$ cat config.mk
export PLATFORM = sky130hd
export DESIGN_NAME = fpu_sched
export DESIGN_NICKNAME = d
export VERILOG_FILES = /design/src/rtl/fpu_sched.sv
export SDC_FILE = /design/constraint.sdc
export NUM_CORES = 1
export LEC_CHECK = 0
export CAP_MARGIN = 20
export CELL_PAD_IN_SITES_DETAIL_PLACEMENT = 1
export CELL_PAD_IN_SITES_GLOBAL_PLACEMENT = 2
export CORE_AREA = 5 5 111 113
export CTS_CLUSTER_SIZE = 28
export DETAILED_ROUTE_END_ITERATION = 6
export DIE_AREA = 0 0 116 118
export PLACE_DENSITY = 0.9
export SYNTH_ARGS = -nofsm -noshare
export SYNTH_HDL_FRONTEND = slang
export SYNTH_SLANG_ARGS = --single-unit
$ cat constraint.sdc
create_clock -name clk -period 2.8 [get_ports clk]
set_clock_uncertainty 0.1 [all_clocks]
set_input_delay 0.84 -clock clk [delete_from_list [all_inputs] [get_ports clk]]
set_output_delay 0.84 -clock clk [all_outputs]
set_load 0.005 [all_outputs]
$ cat src/rtl/fpu_sched.sv
// Round-robin sequencer sharing one combinational half-precision adder between two
// requesters: latch operands, wait FPU_LAT cycles, capture the sum, return it to the owner.
module fpu_sched #(
   parameter int FPU_LAT = 1
) (
   input  logic        clk,
   input  logic        rst_n,
   input  logic        req0_valid,
   output logic        req0_ready,
   input  logic [15:0] req0_a,
   input  logic [15:0] req0_b,
   output logic        rsp0_valid,
   input  logic        rsp0_ready,
   output logic [15:0] rsp0_r,
   input  logic        req1_valid,
   output logic        req1_ready,
   input  logic [15:0] req1_a,
   input  logic [15:0] req1_b,
   output logic        rsp1_valid,
   input  logic        rsp1_ready,
   output logic [15:0] rsp1_r,
   output logic [15:0] fpu_a,
   output logic [15:0] fpu_b,
   input  logic [15:0] fpu_r,
   output logic        busy
);

   localparam logic [1:0] IDLE = 2'd0;
   localparam logic [1:0] EXEC = 2'd1;
   localparam logic [1:0] RESP = 2'd2;
   localparam logic [3:0] LAT_INIT = 4'(FPU_LAT);

   logic [1:0]  state;
   logic [3:0]  cnt;
   logic        owner;
   logic        last_grant;
   logic        grant;
   logic        accept;
   logic        rsp_take;
   logic [15:0] result;

   // On a tie the requester that did not win last time gets the adder.
   always_comb begin
      grant = 1'b0;
      if (req0_valid && req1_valid)
         grant = ~last_grant;
      else if (req1_valid)
         grant = 1'b1;
   end

   // Ready is gated by rst_n so it drops at once when reset is asserted.
   assign req0_ready = rst_n & (state == IDLE) & req0_valid & ~grant;
   assign req1_ready = rst_n & (state == IDLE) & req1_valid & grant;
   assign accept     = req0_ready | req1_ready;
   assign rsp_take   = owner ? rsp1_ready : rsp0_ready;

   assign rsp0_valid = (state == RESP) & ~owner;
   assign rsp1_valid = (state == RESP) & owner;
   assign rsp0_r     = result;
   assign rsp1_r     = result;
   assign busy       = (state != IDLE);

   always_ff @(posedge clk or negedge rst_n) begin
      if (!rst_n) begin
         state      <= IDLE;
         cnt        <= 4'd0;
         owner      <= 1'b0;
         last_grant <= 1'b1;
         fpu_a      <= 16'd0;
         fpu_b      <= 16'd0;
         result     <= 16'd0;
      end else begin
         case (state)
            IDLE: begin
               if (accept) begin
                  fpu_a      <= grant ? req1_a : req0_a;
                  fpu_b      <= grant ? req1_b : req0_b;
                  owner      <= grant;
                  last_grant <= grant;
                  cnt        <= LAT_INIT;
                  state      <= EXEC;
               end
            end
            EXEC: begin
               cnt <= cnt - 4'd1;
               // cnt<=1 rather than ==1 so an out-of-range count cannot stall here.
               if (cnt <= 4'd1) begin
                  result <= fpu_r;
                  state  <= RESP;
               end
            end
            RESP: begin
               if (rsp_take)
                  state <= IDLE;
            end
            default: state <= IDLE;
         endcase
      end
   end

endmodule

==> flow_summary.toml <==
[route]
vias = 2265
drt_iter0_drc = 71
wl_um = 8680
drt_pre_antenna_iters = 4
routedWlPerCell_um = 17.6
drc = 0
vias_per_cell = 4.59
ant_nets = 0

[power]
peakVddDrop_mv = 0.335
p_seq_share_pct = 35.2
p_comb_share_pct = 49.7
power.leakage_uw = 0.00172
pwr-share-clk_pct = 15.1
power.total_uw = 4250
internal_power_uw = 3000
switching_power_uw = 1250
p_per_area_nw_per_um2 = 963
swShare_pct = 29.5

[sta]
rsz0062_at_grt = "false"
worstMarginPinSlew_ns = 0.545
setup_viol = 0
min_period_ns = 2.56
timing.final.crit_share_pct = 91.4
layout_setup_ws_ns = 0.242
fmax_mhz = 391
holdWs_ns = 0.419
relSlewSlack_pct = 63.4
slew_viol_final = 0
hold_viol = 0

[logic_synthesis]
yosys_register_bits = 56
netlist_instances = 206
synth_flop_cell = "dfrtp_1"
yosysWarnings = 0
syn-cell-area_sq_um = 2640
async_flop_share_pct = 100
synth-edff-count = 0
synth_nets = 294
synth.distinct_cells = 31
synthTopCellsByArea = "dfrtp_1, o221a_2, or3_1, mux2_2, buf_4"
synth_top_area_share_pct = 52.2
ys_seq_area_share_pct = 53.2
synth_top_cell_by_area = "dfrtp_1"
synth.avg_cell_area_sq_um = 12.8

[placement]
dpl_cell_area_sq_um = 4260
globalplace.congestion = 0.700
port_buffers = 154
dpl.cell_count = 486
post-place-ws_ns = -0.308
place_hpwl_um = 6680

[global_route]
grt.total_usage_pct = 12.4
grt_max_degree = 45
antenna_found_initial = 0
grt_pass1_vias = 2598
grt-ovfl-total = 0
grt_pass1_wl_um = 13600

[clock_tree]
cts_buffers = 5
clock_path_buffers = 2
clk_pin_slew_ns = 0.07
cts.sinks = 56
cts-root-buf = "clkbuf_16"
tritoncts = "yes"
post-cts-setup-buffer-count = 0
hold_buffers = 0
cts_htree_levels = 2
clk_latency_ns = 0.29

[cells_and_area]
syn2layout_area_growth_pct = 67.3
fillers = 1232
final_area_sq_um = 4410
final_common_cell = "clkdlybuf4s50_1"
fin_nets = 438
layout-drive-gt1-share_pct = 22.2
antennaDiodeCount = 0
mostFrequentLayoutCells = "clkdlybuf4s50_1, dfrtp_1, or3_1"
finalNonFillerCells = 494

[worst_setup_path]
critPathMaxStageDelay_ns = 0.28
cp_max_fo = 3
worst-path-buf-inv = 2
crit_required_ns = 1.86
start_kind = "primary input"
crit_family = "buffers and inverters"
critPathCaptureType = "output pin"
crit_path_top_delay_cell = "dlygate4sd2_1"
critical_path_class = "in2out"
arrival_ns = 1.62
crit_chain = "dlygate4sd2_1, nand4bb_4, nor2_1, dlygate4sd2_1"
crit_top_cell = "dlygate4sd2_1"

[die]
die_w_um = 116
start_util_pct = 23.5
row_count = 39
io_pins = 155
dieArea_sq_um = 13700
die_y_um = 118
core_area_sq_um = 11200

[status]
outcome = "finished, final reports clean"

[worst_hold_path]
hp-class = "reg2reg"

[job]
timing.max_cap.violations = 0
final cells by class:
cell class	count	area (sq um)	area share [%]
repair buffers	167	1630	36.9
flip-flops and latches	56	1400	31.8
multi-input cells	116	1030	23.5
well taps	143	179	4.06
clock buffers	7	143	3.23
inverters	4	15.0	0.340
clock inverters	1	7.51	0.170
worst paths after layout:
kind	slack, ns	start	end	depth (start not counted)
setup / recovery	0.24	req0_valid	req0_ready	4
hold / removal	0.42	cnt[1]	cnt[1]	1
setup reg to reg	0.70	cnt[0]	rsp0_r[0]	6
hold reg to reg	0.42	cnt[1]	cnt[1]	1
max in group asynchronous	1.67	rst_n	fpu_a[13]	2
min in group asynchronous	0.52	rst_n	state[0]	3
Yosys cell counts (2+ instances only):
cell / count
buf_2: 6
o21bai_1: 2
mux2_2: 18
a22o_1: 2
or3_1: 33
dfrtp_1: 55
buf_4: 17
o221a_2: 32
inv_1: 4
ha_1: 2
nor2_1: 5
clkbuf_1: 6
nand2b_1: 2
nand2_1: 4
o21a_1: 2
per-layer routing:
layer	vias up	wire length [um]	global-route usage, %
met5	-	0	0
met4	0	133	3.84
met3	8	724	3.29
met2	94	4400	22.4
met1	1114	3420	14.0
li1	1049	-	-
stage by stage:
stage | util [%] | setup TNS (ns)
finish | 39.3 | 0
global route | 39.3 | 0
CTS | 39.3 | 0
detailed placement | 38.0 | -0.562
global placement | 38.0 | -0.577
floorplan | - | 0
kinds of logic (layout without fill, tap and decap cells):
| kind of cell | count (synthesis) | after routing | synth area share (%) |
|---|---|---|---|
| buffers and inverters | 34 | 179 | 7.83 |
| AO/OA/AOI/OAI | 43 | 43 | 16.8 |
| multiplexers | 18 | 18 | 7.69 |
| AND/OR/NAND/NOR | 53 | 53 | 13.5 |
| flip-flops | 56 | 56 | 53.2 |
| adder cells (fa/ha/maj) | 2 | 2 | 0.949 |
sequential cells by signal (all words and copies together), names as in the netlist:
register    flops
cnt             4
fpu_a          16
fpu_b          16
last_grant      1
owner           1
rsp0_r         16
state           2
repair_timing:
item,4_1_cts,5_1_grt
resized for setup,5,0
hold endpoints to repair,0,0
setup endpoints to repair,2,0
power by group through the flow:
| stage | Combinational (uW) | Clock (uW) | Sequential [uW] |
|---|---|---|---|
| 4_1_cts | 2170 | 669 | 1510 |
| 5_1_grt | 2280 | 692 | 1560 |
| 3_3_place_gp | 2120 | 0 | 1480 |
| 2_1_floorplan | 986 | 0 | 1490 |
| 3_5_place_dp | 2160 | 0 | 1510 |
| 6_report | 2110 | 639 | 1500 |
(Power assumes the default switching activity.)
